[config.mk]
export PLATFORM = sky130hd
export DESIGN_NAME = sha256_stream
export DESIGN_NICKNAME = d
export VERILOG_FILES = /design/src/rtl/sha256_stream.sv
export SDC_FILE = /design/constraint.sdc
export NUM_CORES = 2
export LEC_CHECK = 0
export ABC_AREA = 1
export CAP_MARGIN = 10
export CORE_MARGIN = 3
export CORE_UTILIZATION = 35
export CTS_CLUSTER_DIAMETER = 30
export DETAILED_ROUTE_END_ITERATION = 10
export PLACE_DENSITY = 0.61
export SETUP_SLACK_MARGIN = 0.4
export SYNTH_ARGS = -nofsm -noshare
export SYNTH_HDL_FRONTEND = slang
export SYNTH_SLANG_ARGS = --single-unit
[constraint.sdc]
create_clock -name clk -period 126.1 [get_ports clk]
set_input_delay 12.61 -clock clk [delete_from_list [all_inputs] [get_ports clk]]
set_output_delay 12.61 -clock clk [all_outputs]
set_load 0.03 [all_outputs]
[src/rtl/sha256_stream.sv]
// sha256_stream: multi-block SHA-256 engine, 1/2/4/8 rounds per clock, rolling 16-word schedule.
// Ports: clk, rst (synchronous, active-high)
//        blk_valid/blk_ready/blk_data[511:0]/blk_last : pre-padded block stream, word 0 = [511:480]
//        hash_valid/hash_ready/hash[255:0]             : digest stream, H0 = [255:224]
//        busy                                          : high whenever the engine is not idle
// Optional macro SHA256D_EN: after the last block, hash the 256-bit digest once more (SHA-256d).
module sha256_stream #(
    parameter int ROUNDS_PER_CYCLE = 1
) (
    input  logic         clk,
    input  logic         rst,
    input  logic         blk_valid,
    output logic         blk_ready,
    input  logic [511:0] blk_data,
    input  logic         blk_last,
    output logic         hash_valid,
    input  logic         hash_ready,
    output logic [255:0] hash,
    output logic         busy
);
    localparam int R = ROUNDS_PER_CYCLE;
    localparam logic [255:0] IV = 256'h6a09e667bb67ae853c6ef372a54ff53a510e527f9b05688c1f83d9ab5be0cd19;
    localparam logic [31:0] K [0:63] = '{
        32'h428a2f98, 32'h71374491, 32'hb5c0fbcf, 32'he9b5dba5, 32'h3956c25b, 32'h59f111f1, 32'h923f82a4, 32'hab1c5ed5,
        32'hd807aa98, 32'h12835b01, 32'h243185be, 32'h550c7dc3, 32'h72be5d74, 32'h80deb1fe, 32'h9bdc06a7, 32'hc19bf174,
        32'he49b69c1, 32'hefbe4786, 32'h0fc19dc6, 32'h240ca1cc, 32'h2de92c6f, 32'h4a7484aa, 32'h5cb0a9dc, 32'h76f988da,
        32'h983e5152, 32'ha831c66d, 32'hb00327c8, 32'hbf597fc7, 32'hc6e00bf3, 32'hd5a79147, 32'h06ca6351, 32'h14292967,
        32'h27b70a85, 32'h2e1b2138, 32'h4d2c6dfc, 32'h53380d13, 32'h650a7354, 32'h766a0abb, 32'h81c2c92e, 32'h92722c85,
        32'ha2bfe8a1, 32'ha81a664b, 32'hc24b8b70, 32'hc76c51a3, 32'hd192e819, 32'hd6990624, 32'hf40e3585, 32'h106aa070,
        32'h19a4c116, 32'h1e376c08, 32'h2748774c, 32'h34b0bcb5, 32'h391c0cb3, 32'h4ed8aa4a, 32'h5b9cca4f, 32'h682e6ff3,
        32'h748f82ee, 32'h78a5636f, 32'h84c87814, 32'h8cc70208, 32'h90befffa, 32'ha4506ceb, 32'hbef9a3f7, 32'hc67178f2
    };

    if (!(R == 1 || R == 2 || R == 4 || R == 8)) begin : g_bad_rpc
        $error("ROUNDS_PER_CYCLE must be 1, 2, 4 or 8");
    end

    typedef enum logic [2:0] {IDLE, ROUND, FINAL, WAIT, OUT} state_t;
    state_t state, nxt;

    logic [0:7][31:0]  hh, wk, nwk, dg;
    logic [0:15][31:0] w, nw;
    logic [31:0]       ext [0:15+R];
    logic [31:0]       a, b, c, d, e, f, g, h, t1, t2;
    logic [5:0]        rnd;
    logic              last_q, accept;
`ifdef SHA256D_EN
    logic              pass2;
`endif

    function automatic logic [31:0] rotr(input logic [31:0] x, input int n);
        return (x >> n) | (x << (32 - n));
    endfunction
    function automatic logic [31:0] bsig0(input logic [31:0] x);
        return rotr(x, 2) ^ rotr(x, 13) ^ rotr(x, 22);
    endfunction
    function automatic logic [31:0] bsig1(input logic [31:0] x);
        return rotr(x, 6) ^ rotr(x, 11) ^ rotr(x, 25);
    endfunction
    function automatic logic [31:0] ssig0(input logic [31:0] x);
        return rotr(x, 7) ^ rotr(x, 18) ^ (x >> 3);
    endfunction
    function automatic logic [31:0] ssig1(input logic [31:0] x);
        return rotr(x, 17) ^ rotr(x, 19) ^ (x >> 10);
    endfunction

    assign blk_ready  = !rst && (state == IDLE || state == WAIT);
    assign accept     = blk_valid && blk_ready;
    assign hash_valid = state == OUT;
    assign busy       = state != IDLE;

    // Window holds W[t..t+15]; ext appends the R words that slide in this cycle.
    always_comb begin
        for (int i = 0; i < 16; i++) ext[i] = w[i];
        for (int j = 0; j < R; j++) ext[16+j] = ssig1(ext[14+j]) + ext[9+j] + ssig0(ext[1+j]) + ext[j];
        for (int i = 0; i < 16; i++) nw[i] = ext[R+i];
        {a, b, c, d, e, f, g, h} = wk;
        t1 = '0;
        t2 = '0;
        for (int j = 0; j < R; j++) begin
            t1 = h + bsig1(e) + ((e & f) ^ (~e & g)) + K[rnd + 6'(j)] + ext[j];
            t2 = bsig0(a) + ((a & b) ^ (a & c) ^ (b & c));
            h = g; g = f; f = e; e = d + t1; d = c; c = b; b = a; a = t1 + t2;
        end
        nwk = {a, b, c, d, e, f, g, h};
        for (int i = 0; i < 8; i++) dg[i] = hh[i] + wk[i];
    end

    always_ff @(posedge clk) state <= rst ? IDLE : nxt;

    always_comb begin
        nxt = state;
        case (state)
            IDLE:    nxt = accept ? ROUND : IDLE;
            ROUND:   nxt = (rnd == 6'(64 - R)) ? FINAL : ROUND;
`ifdef SHA256D_EN
            FINAL:   nxt = !last_q ? WAIT : (pass2 ? OUT : ROUND);
`else
            FINAL:   nxt = last_q ? OUT : WAIT;
`endif
            WAIT:    nxt = accept ? ROUND : WAIT;
            OUT:     nxt = hash_ready ? IDLE : OUT;
            default: nxt = IDLE;
        endcase
    end

    always_ff @(posedge clk) begin
        if (rst) begin
            hash   <= '0;
            last_q <= 1'b0;
            rnd    <= '0;
`ifdef SHA256D_EN
            pass2  <= 1'b0;
`endif
        end else if (accept) begin
            w      <= blk_data;
            rnd    <= '0;
            last_q <= blk_last;
            hh     <= (state == IDLE) ? IV : hh;
            wk     <= (state == IDLE) ? IV : hh;
`ifdef SHA256D_EN
            pass2  <= 1'b0;
`endif
        end else if (state == ROUND) begin
            w   <= nw;
            wk  <= nwk;
            rnd <= rnd + 6'(R);
        end else if (state == FINAL) begin
            hh <= dg;
`ifdef SHA256D_EN
            // Second pass: the first digest, padded as a 256-bit message, becomes the next block.
            if (last_q && !pass2) begin
                hh    <= IV;
                wk    <= IV;
                w     <= {dg, 32'h80000000, 192'h0, 32'h00000100};
                rnd   <= '0;
                pass2 <= 1'b1;
            end else if (last_q) begin
                hash <= dg;
            end
`else
            if (last_q) hash <= dg;
`endif
        end
    end
endmodule

==> impl_metrics.csv <==
group,metric,value,unit
drt,vias,77167,
layout,drive_gt1_frac,0.0575,
worst_setup_path,arrival,13.84,ns
worst_setup_path,cp.required,113.49,ns
floorplan,dieWidth,497,um
synthesis,synthMuxAreaShare,0,
timing,max_clock_freq,37.8,MHz
timing,period_needed,26.45,ns
synthesis,ys_top_cells_by_area,"edfxtp_1 36%, nand2_1 14%, dfxtp_1 6.3%",
placement,place_congestion,1.00,
floorplan,placementRows,179,
synthesis,syn_inst,10483,
synthesis,async_reset_ff_frac,0,
synthesis,yosysTopAreaCell,"edfxtp_1",
drt,wl,356000,um
placement,hpwl,278000,um
synthesis,synth.avg_cell_area,8.05,um^2
worst_setup_path,end_kind,"primary output",
clocking,worstSkewPairLatency,0.96,ns
grt,grt_usage,0.278,
job,max_cap_violations,0,
placement,numPortBuffers,775,
layout,final_area,107000,um^2
grt,grt_pass1_wl,510000,um
layout,finalNonFillerCells,14755,
synthesis,synth_nets,11592,
synthesis,yosysSeqAreaShare,0.428,
timing,post-route-period-util,0.210,
timing,clock-skew-final,0.0696,ns
synthesis,synthFlopType,"edfxtp_1",
floorplan,initial_core_util,0.353,
floorplan,io_pins,776,
layout,final_common_cell,"nand2_1",
synthesis,synthSimpleGateAreaFrac,0.210,
grt,overflow,0,
timing,slew_headroom,0.0649,
timing,finalSetupViolCount,0,
layout,final_cell_mix,"3124 x nand2_1, 1366 x inv_1, 1024 x edfxtp_1",
timing,rsz0062_at_grt,"false",
placement,dp.cells,14126,
drt,drc,0,
clocking,htreeDepth,5,
timing,worst_slack,99.65,ns
layout,fin_nets,12419,
floorplan,die_area,247000,um^2
run_status,status,"finished, final reports clean",
synthesis,synth_top_area_frac,0.364,
synthesis,yosysUniqueCellTypes,56,
drt,first_iter_violations,8690,
grt,grt_max_degree,243,
worst_setup_path,crit_type,"primary input to primary output",
placement,placed_area,95000,um^2
synthesis,synth_xor_area_frac,0.0493,
hold_path,hold_path_class,"flip-flop to flip-flop",
drt,drtPass1Iterations,6,
clocking,clock_sinks,1290,
layout,areaGrowthSynthToFinish,26.4,%
clocking,path_clk_slew,0.05,ns
timing,tns,0,ns
clocking,cts_tree,"yes",
synthesis,ys_ff_latch,1290,
clocking,clk_path_buf_depth,4,
clocking,cts_hold_buf,0,
clocking,post_cts_buffers,0,
timing,report.final.slew_viol_count,0,
grt,antenna_found_initial,32,
timing,hold_viol_final,0,
clocking,cts_buffers,345,
timing,worstMarginPinSlew,1.39,ns
drt,antenna_left,0,
floorplan,design.core.area,239000,um^2
synthesis,synth-edff-count,1024,
synthesis,synth_top_family_by_area,"simple AND/OR/NAND/NOR gates",
grt,grt_pass1_vias,73673,
clocking,cts-root-buf,"clkbuf_16",
synthesis,synth_compound_area_frac,0.125,
clocking,cts_resized,0,
placement,dp_slack,99.66,ns
worst_setup_path,cp_max_fo,34,
worst_setup_path,crit_path_start_kind,"primary input",
synthesis,yosys_warnings,0,
drt,via_per_inst,5.23,
floorplan,die_h,497,um
synthesis,synth_fa_ha_area_frac,0.105,
synthesis,synth_area,84400,um^2
drt,wl_per_cell,24.1,um
cells by family (layout without fill, tap and decap cells):
logic type | count (synthesis) | after routing
XOR/XNOR | 475 | 475
other | 0 | 14
buffers and inverters | 1754 | 2845
AND/OR/NAND/NOR | 4478 | 4478
adder cells (fa/ha/maj) | 592 | 592
flip-flops | 1290 | 1290
AO/OA/AOI/OAI | 1894 | 1894
critical path, cell delays in order:
cell and delay (ns):
buf_6 0.18, a21oi_2 0.29, clkdlybuf4s50_1 0.74
registers in the layout, indices dropped and copies added, names as in the netlist:
| name | count |
|---|---|
| ext | 512 |
| wk | 64 |
| state | 3 |
| h | 32 |
| hash | 256 |
| g | 32 |
| f | 32 |
| b | 32 |
| last_q | 1 |
| hh | 256 |
| d | 32 |
| c | 32 |
| rnd | 6 |
metal layers:
layer  GRT usage  part of all wire  wire (um)  vias up
met2       0.413              0.43     153000     3538
met5           0           0.00052        186        -
li1            -                 -          -    36176
met1       0.399              0.45     161000    36932
met4      0.0839             0.029      10300       30
met3      0.0666             0.091      32300      491
synth_stat cells, types with 23 or more instances:
cell type  count
edfxtp_1    1024
o31ai_1       39
nand3_1      372
a21oi_1      495
o21bai_1      62
dfxtp_1      266
xnor2_1      215
o21ai_1      242
ha_1         395
fa_1         197
o21a_1        23
clkbuf_1     221
nand4_1       60
a21o_1        48
nor2_1       771
buf_4         79
nand2_1     3124
buf_2         51
inv_1       1367
or2_2         23
nor3_1        89
o211ai_1      99
a31oi_1       45
o21ai_0      732
xor2_1       260
a21boi_0      38
stage by stage:
stage | hold WS, ns | util
floorplan | 0.484 | -
global placement | 0.459 | 0.398
detailed placement | 0.460 | 0.398
CTS | 0.471 | 0.446
global route | 0.497 | 0.447
finish | 0.471 | 0.447
area by class of cell:
| cell class | count | area (um^2) |
|---|---|---|
| fillers | 23552 | 132000 |
| multi-input cells | 7439 | 41400 |
| flip-flops and latches | 1290 | 36100 |
| clock buffers | 406 | 9250 |
| repair buffers | 859 | 8460 |
| inverters | 1375 | 5170 |
| well taps | 3167 | 3960 |
| clock inverters | 205 | 2360 |
| diodes | 14 | 35.0 |
path summary, 6_finish.rpt:
check	start	to	slack [ns]	cells past startpoint
setup reg to reg	rnd[3]	b[27]	116.91	35
hold / removal	ext[270]	ext[302]	0.47	2
hold reg to reg	ext[270]	ext[302]	0.47	2
setup / recovery	rst	blk_ready	99.65	3
Power is not shown: default switching activity piles up to over one toggle a cycle in this logic, so the estimate is an artifact.
